### config.mk
export PLATFORM = sky130hd
export DESIGN_NAME = pch_pwr_req_ctrl
export DESIGN_NICKNAME = d
export VERILOG_FILES = /design/src/rtl/pch_pwr_req_ctrl_pkg.sv /design/src/rtl/pch_req_timer.sv /design/src/rtl/pch_pwr_req_ctrl.sv
export SDC_FILE = /design/constraint.sdc
export NUM_CORES = 1
export LEC_CHECK = 0
export CAP_MARGIN = 0
export CORE_ASPECT_RATIO = 2
export CORE_MARGIN = 2
export CORE_UTILIZATION = 45
export CTS_BUF_LIST = sky130_fd_sc_hd__clkbuf_4
export CTS_CLUSTER_SIZE = 24
export DETAILED_ROUTE_END_ITERATION = 8
export GPL_TIMING_DRIVEN = 0
export PLACE_DENSITY = 0.65
export SYNTH_ARGS = -nofsm -noshare
export SYNTH_HDL_FRONTEND = slang
export SYNTH_SLANG_ARGS = --single-unit
### constraint.sdc
create_clock -name iClk -period 2.77 [get_ports iClk]
set_input_delay 0.831 -clock iClk [delete_from_list [all_inputs] [get_ports iClk]]
set_output_delay 0.831 -clock iClk [all_outputs]
set_load 0.1 [all_outputs]
### src/rtl/pch_pwr_req_ctrl_pkg.sv
// ----------------------------------------------------------------------------
// pch_pwr_req_ctrl_pkg
// Shared definitions for the PCH power enable / PWRGD handshake controller:
// state encoding, default handshake timeouts (in 2 MHz clock cycles) and the
// width of the shared timeout counter.
// ----------------------------------------------------------------------------
package pch_pwr_req_ctrl_pkg;

  // Counter width; sized to hold the largest default timeout (200000 cycles).
  localparam int CNT_W = 18;

  // Default timeouts at 2 MHz.
  localparam int T_PWRGD_TO_DEF  = 200000;  // 100 ms
  localparam int T_RSMRST_TO_DEF = 200000;  // 100 ms
  localparam int T_OFF_TO_DEF    = 100000;  // 50 ms
  localparam int T_RETRY_GAP_DEF = 2000;    // 1 ms
  localparam int MAX_RETRY_DEF   = 3;

  typedef enum logic [2:0] {
    ST_IDLE        = 3'd0,
    ST_REQ_ON      = 3'd1,
    ST_WAIT_RSMRST = 3'd2,
    ST_ON          = 3'd3,
    ST_REQ_OFF     = 3'd4,
    ST_RETRY_WAIT  = 3'd5,
    ST_FAULT       = 3'd6
  } state_t;

endpackage

### src/rtl/pch_req_timer.sv
// ----------------------------------------------------------------------------
// pch_req_timer
// Cycle counter shared by all handshake states. Counts cycles spent in the
// current state, clears on iClr, and saturates once it reaches iLimit so a
// held oEq also means "at least iLimit+1 cycles elapsed".
// Ports:
//   iClk, iRst_n : clock, async active-low reset
//   iClr         : synchronous clear (asserted on every state change)
//   iLimit       : compare / saturation value (T-1 for the active state)
//   oEq          : count equals iLimit
// ----------------------------------------------------------------------------
module pch_req_timer
  import pch_pwr_req_ctrl_pkg::*;
(
  input  logic             iClk,
  input  logic             iRst_n,
  input  logic             iClr,
  input  logic [CNT_W-1:0] iLimit,
  output logic             oEq
);

  logic [CNT_W-1:0] cnt;

  // NOTE: sequential state is updated with non-blocking assignments only, so
  // every register samples pre-edge values regardless of block ordering.
  always_ff @(posedge iClk or negedge iRst_n) begin
    if (!iRst_n) begin
      cnt <= '0;
    end else if (iClr) begin
      cnt <= '0;
    end else if (cnt != iLimit) begin
      cnt <= cnt + CNT_W'(1);
    end
  end

  assign oEq = (cnt == iLimit);

endmodule

### src/rtl/pch_pwr_req_ctrl.sv
// ----------------------------------------------------------------------------
// pch_pwr_req_ctrl
// Initiator side of the PCH power enable / PWRGD handshake. Drives the PCH VR
// sequencer enable and supervises PWRGD, PWR_FLT and RSMRST# against timeouts,
// reporting ready / fault status to the master sequencer.
//
// Optional feature: define PCH_PWR_RETRY_EN to retry a timed-out power-up
// (from ST_REQ_ON / ST_WAIT_RSMRST) up to MAX_RETRY times, with the enable
// held low for at least T_RETRY_GAP cycles between attempts.
//
// Ports:
//   iClk, iRst_n     : 2 MHz clock, async active-low reset
//   iPWR_REQ         : level request for PCH power
//   iFM_PCH_PRSNT_N  : PCH present (active-low)
//   iPCH_PWRGD       : all PCH VRs good
//   iPCH_PWR_FLT     : sequencer VR fault (sticky at source)
//   iRST_RSMRST_N    : RSMRST# from sequencer
//   oPCH_PWR_EN      : enable to sequencer (states 1..3)
//   oPCH_READY       : powered and out of RSMRST (state 3)
//   oPCH_FAULT       : sticky, VR fault seen while enabled
//   oPCH_TIMEOUT     : sticky, handshake timeout exhausted
//   oRETRY_CNT       : retries consumed in current request
//   oSTATE           : state encoding, for debug
// All outputs are registered and decoded from the next state.
// ----------------------------------------------------------------------------
module pch_pwr_req_ctrl
  import pch_pwr_req_ctrl_pkg::*;
#(
  parameter int T_PWRGD_TO  = T_PWRGD_TO_DEF,
  parameter int T_RSMRST_TO = T_RSMRST_TO_DEF,
  parameter int T_OFF_TO    = T_OFF_TO_DEF,
  parameter int T_RETRY_GAP = T_RETRY_GAP_DEF,
  parameter int MAX_RETRY   = MAX_RETRY_DEF
) (
  input  logic       iClk,
  input  logic       iRst_n,
  input  logic       iPWR_REQ,
  input  logic       iFM_PCH_PRSNT_N,
  input  logic       iPCH_PWRGD,
  input  logic       iPCH_PWR_FLT,
  input  logic       iRST_RSMRST_N,
  output logic       oPCH_PWR_EN,
  output logic       oPCH_READY,
  output logic       oPCH_FAULT,
  output logic       oPCH_TIMEOUT,
  output logic [1:0] oRETRY_CNT,
  output logic [2:0] oSTATE
);

`ifdef PCH_PWR_RETRY_EN
  localparam bit RETRY_EN = 1'b1;
`else
  localparam bit RETRY_EN = 1'b0;
`endif

  state_t           state, nextState;
  logic [CNT_W-1:0] limit;
  logic             tmoHit;
  logic             tmoPath;
  logic             clrRetry, incRetry, setFault, setTmo;
  logic [1:0]       retryCnt;

  // Compare value for the shared timer; depends on current state only so it
  // stays free of the next-state logic that consumes tmoHit.
  always_comb begin
    limit = '1;
    case (state)
      ST_REQ_ON:      limit = CNT_W'(T_PWRGD_TO - 1);
      ST_WAIT_RSMRST: limit = CNT_W'(T_RSMRST_TO - 1);
      ST_REQ_OFF:     limit = CNT_W'(T_OFF_TO - 1);
      ST_RETRY_WAIT:  limit = CNT_W'(T_RETRY_GAP - 1);
      default:        limit = '1;
    endcase
  end

  pch_req_timer uTimer (
    .iClk   (iClk),
    .iRst_n (iRst_n),
    .iClr   (nextState != state),
    .iLimit (limit),
    .oEq    (tmoHit)
  );

  // NOTE: every signal written here gets a default first, so no path through
  // the case can leave one unassigned and infer a latch.
  always_comb begin
    nextState = state;
    tmoPath   = 1'b0;
    clrRetry  = 1'b0;
    incRetry  = 1'b0;
    setFault  = 1'b0;
    setTmo    = 1'b0;

    case (state)
      ST_IDLE: begin
        if (iPWR_REQ && !iFM_PCH_PRSNT_N) begin
          nextState = ST_REQ_ON;
          clrRetry  = 1'b1;
        end
      end

      ST_REQ_ON, ST_WAIT_RSMRST, ST_ON: begin
        if (iPCH_PWR_FLT) begin
          nextState = ST_FAULT;
          setFault  = 1'b1;
        end else if (!iPWR_REQ) begin
          nextState = ST_REQ_OFF;
        end else if (state == ST_REQ_ON) begin
          // Success is tested before the timeout so it wins a same-cycle tie.
          if (iPCH_PWRGD)  nextState = ST_WAIT_RSMRST;
          else if (tmoHit) tmoPath   = 1'b1;
        end else if (state == ST_WAIT_RSMRST) begin
          if (iRST_RSMRST_N)                nextState = ST_ON;
          else if (!iPCH_PWRGD || tmoHit)   tmoPath   = 1'b1;
        end else begin
          if (!iPCH_PWRGD) nextState = ST_REQ_OFF;
        end
      end

      ST_REQ_OFF: begin
        if (!iPCH_PWRGD && !iRST_RSMRST_N) begin
          nextState = ST_IDLE;
        end else if (tmoHit) begin
          nextState = ST_FAULT;
          setTmo    = 1'b1;
        end
      end

`ifdef PCH_PWR_RETRY_EN
      ST_RETRY_WAIT: begin
        // The timer saturates at T_RETRY_GAP-1, so tmoHit stays high once the
        // minimum off time has elapsed while PWRGD is still draining.
        if (!iPWR_REQ)                   nextState = ST_IDLE;
        else if (!iPCH_PWRGD && tmoHit)  nextState = ST_REQ_ON;
      end
`endif

      ST_FAULT: nextState = ST_FAULT;

      default: nextState = ST_IDLE;
    endcase

    if (tmoPath) begin
      if (RETRY_EN && (retryCnt < 2'(MAX_RETRY))) begin
        nextState = ST_RETRY_WAIT;
        incRetry  = 1'b1;
      end else begin
        nextState = ST_FAULT;
        setTmo    = 1'b1;
      end
    end
  end

  always_ff @(posedge iClk or negedge iRst_n) begin
    if (!iRst_n) begin
      state        <= ST_IDLE;
      retryCnt     <= '0;
      oPCH_PWR_EN  <= 1'b0;
      oPCH_READY   <= 1'b0;
      oPCH_FAULT   <= 1'b0;
      oPCH_TIMEOUT <= 1'b0;
    end else begin
      state        <= nextState;
      if (clrRetry)      retryCnt <= '0;
      else if (incRetry) retryCnt <= retryCnt + 2'd1;
      oPCH_PWR_EN  <= (nextState == ST_REQ_ON) || (nextState == ST_WAIT_RSMRST) ||
                      (nextState == ST_ON);
      oPCH_READY   <= (nextState == ST_ON);
      oPCH_FAULT   <= oPCH_FAULT | setFault;
      oPCH_TIMEOUT <= oPCH_TIMEOUT | setTmo;
    end
  end

  assign oRETRY_CNT = retryCnt;
  assign oSTATE     = state;

endmodule

==> run_results.csv <==
group,metric,value,unit
routing,wl_per_cell,20.8,µm
finish,final_layout_size_suffix_gt1_frac,0.262,
min_path,whs_path_depth,1,
floorplan,die-area,4380,µm²
routing,ant_nets,0,
finish,nets,246,
run_status,status,"finished clean",
synth,synth.yosys.seq_area_share,0.362,
routing,met2_length,3.22,mm
routing,vias_per_cell,6.61,
routing,dr_total_vias,1891,
clock_network,clk_path_buf_depth,2,
grt,grt_pass1_vias,1873,
floorplan,initial_utilization,0.474,
timing,worst_pin_slew,1150,ps
grt,grt.overflow.total,0,
critical_path,cp_max_fo,5,
synth,ys_types,51,
timing,fin_skew,16.0,ps
routing,wl_met1,2.03,mm
routing,wl_met3,296,µm
timing,clock.fmax,361,MHz
finish,fin_util,0.633,
run,maxCapViolations,0,
synth,ys.flop_type,"dfrtp_1",
pwr,peakVddDrop,0.000552,V
place,dp_slack,-416,ps
critical_path,crit_type,"input pin to flip-flop",
clock_network,cts_sinks,25,
grt,antenna_found_initial,0,
min_path,min-delay-start,"oPCH_FAULT$_DFF_PN0_",
routing,drt_iter0_drc,125,
grt,grt_usage,0.265,
place,io_buffers,12,
floorplan,ios,16,
critical_path,ff2ff_path_depth,10,
critical_path,endpoint_kind,"flip-flop",
synth,synthMuxAreaShare,0.00579,
min_path,min_path_type,"flip-flop to flip-flop",
place,hpwlAfterDp,3.88,mm
finish,antenna_cells,0,
synth,synth_cells,205,
timing,fin_setup_tns,0,ps
synth,netlist_area,1730,µm²
clock_network,htreeDepth,1,
clock_network,numCtsBuffers,3,
synth,ys_ff_latch,25,
timing,max_slew_margin,0.229,
finish,nFillCells,343,
synth,synth_simple_gate_area_frac,0.290,
timing,fin_crit,2770,ps
floorplan,rows,31,
clock_network,insertion_delay,340,ps
clock_network,cts_tree,"done",
synth,synth-async-reset-ratio,1.00,
floorplan,dieWidth,47.8,µm
timing,fin_ws,3.59,ps
synth,synth_compound_area_frac,0.235,
synth,synthAdderAreaFrac,0.00724,
critical_path,start_kind,"input pin",
timing,hold_viol,0,
synth,syn_area_per_cell,8.43,µm²
synth,synth_edf_count,0,
synth,yosysWarningCount,0,
pwr,power.density,893,nW/µm²
critical_path,crit_required,3050,ps
finish,stdcell_area,2310,µm²
routing,firstDrtPassIters,4,
grt,grt_max_degree,26,
synth,synth_xor_xnor_area_share,0.0507,
clock_network,root_buffer,"clkbuf_4",
finish,area_delta_synth_final,33.7,%
place,place_area,1920,µm²
routing,drcViolationCount,0,
synth,synth_top_family_by_area,"simple AND/OR/NAND/NOR gates",
critical_path,rrSetupSlack,20,ps
routing,drt_wl_total,5.96,mm
critical_path,r2r-end,"uTimer.cnt[5]$_DFFE_PN0P_",
grt,grt_pass1_wl,8.45,mm
floorplan,die_height,91.6,µm
timing,finalMaxSlewViolations,0,
routing,top_layer_used,"met4",
pwr,power.leakage,0.000900,µW
critical_path,critPathArrivalTime,3050,ps
timing,grt_setup_unrepaired,"yes",
critical_path,r2r-start,"oSTATE[2]$_DFF_PN0_",
floorplan,core,3650,µm²
timing,setup_viol,0,
timing,period_share,0.999,
clock_network,path_clk_slew,160,ps
min_path,holdPathEnd,"oPCH_FAULT$_DFF_PN0_",
place,gp_congestion,0.896,
critical path: stages:
cell and delay, ps:
clkdlybuf4s50_1 560, nor2b_1 380, o22ai_1 150, a211o_1 330
a31oi_1 140, o32a_1 210, nand3_4 140, buf_4 180
a21oi_1 130
layout by cell type (no fill, tap or decap), drive strengths merged, types with 6 or more instances in the layout:
cell type | synthesis | final
nor2 | 18 | 18
o21ai | 15 | 15
clkbuf | 3 | 10
nor3 | 6 | 6
buf | 8 | 19
and3 | 7 | 7
nand2 | 10 | 10
or4 | 6 | 6
a21oi | 14 | 14
nand2b | 6 | 6
dfrtp | 25 | 25
nand3 | 16 | 16
clkdlybuf4s50 | 0 | 9
Yosys cell counts, drive strengths merged (2+ instances only):
| cell | number | area [µm²] |
|---|---|---|
| clkbuf | 3 | 12.5 |
| a211oi | 3 | 27.5 |
| xnor2 | 5 | 43.8 |
| or4 | 6 | 48.8 |
| a31oi | 3 | 18.8 |
| dfrtp | 25 | 626 |
| o21ai | 15 | 78.8 |
| nor2b | 4 | 25.0 |
| and2 | 3 | 18.8 |
| nor2 | 18 | 67.6 |
| inv | 5 | 18.8 |
| and3 | 7 | 43.8 |
| a21oi | 14 | 70.1 |
| nand2b | 6 | 37.5 |
| or3 | 5 | 31.3 |
| nor3b | 3 | 22.5 |
| o31ai | 4 | 30.0 |
| xor2 | 5 | 43.8 |
| nand2 | 10 | 37.5 |
| nand4 | 2 | 12.5 |
| nor4 | 2 | 12.5 |
| nor3 | 6 | 30.0 |
| nand3 | 16 | 85.1 |
| buf | 8 | 51.3 |
| o22ai | 4 | 25.0 |
| a2bb2oi | 2 | 17.5 |
| o2111ai | 4 | 35.0 |
through the flow:
step | hold slack, ps | power, µW | instances
6_report | 498 | 2060 | 286
5_1_grt | 537 | 2170 | 286
4_1_cts | 511 | 1740 | 275
3_5_place_dp | 478 | 1460 | 267
3_3_place_gp | 457 | 1440 | 267
2_1_floorplan | 535 | 1210 | 206
per-layer routing:
layer | vias up | global-route usage
met5 | - | 0
met4 | 0 | 0.153
met3 | 41 | 0.0551
met2 | 92 | 0.464
met1 | 928 | 0.257
li1 | 830 | -
report_power, final:
part	total, µW	leakage [µW]	internal [µW]	switching (µW)
clock	183	0.0000139	55.4	127
combinational	1390	0.000556	518	872
sequential	490	0.000330	428	62.1
total	2060	0.000900	1000	1060
kinds of logic (layout without fill, tap and decap cells):
family                     Yosys count  in the layout
xor gates and xnor gates            10             10
AOI/OAI and AO/OA                   60             60
and+or+nand+nor                     91             91
muxes                                1              1
DFF                                 25             25
other                                1              2
adders and majority gates            1              1
buffers and inverters               16             47
worst max path at each step:
stage                         from                         end  slack, ps  depth (start not counted)
6_report                  iPWR_REQ  uTimer.cnt[15]$_DFFE_PN0P_          4                          9
5_1_grt        oSTATE[1]$_DFF_PN0_   uTimer.cnt[5]$_DFFE_PN0P_        -70                          9
4_1_cts        oSTATE[0]$_DFF_PN0_                   oSTATE[0]         10                          1
3_5_place_dp   oSTATE[0]$_DFF_PN0_  uTimer.cnt[17]$_DFFE_PN0P_       -420                          9
3_3_place_gp              iPWR_REQ  uTimer.cnt[17]$_DFFE_PN0P_       -330                          9
2_1_floorplan  oSTATE[2]$_DFF_PN0_  uTimer.cnt[17]$_DFFE_PN0P_         10                         10
timing repair:
item | 4_1_cts | 5_1_grt
hold buffers | 0 | 0
gates cloned | 0 | 2
pin swaps | 2 | 11
setup buffers | 4 | 9
endpoints found under the setup margin | 24 | 24
gates resized for setup | 13 | 45
flip-flops by register name, indices dropped and copies added, names as in the netlist:
signal,count
oPCH_FAULT,1
oSTATE,3
oPCH_PWR_EN,1
uTimer.cnt,18
oPCH_TIMEOUT,1
oPCH_READY,1
area by class of cell:
class,count,area (µm²),area share
plain buffers,11,93.8,0.0406
clock buffers,3,22.5,0.00975
clock inverters,1,7.51,0.00325
inverters,5,18.8,0.00813
multi-input cells,165,1190,0.517
flip-flops and latches,25,634,0.275
well taps,49,61.3,0.0265
repair buffers,27,277,0.120
(Power assumes the default switching activity.)
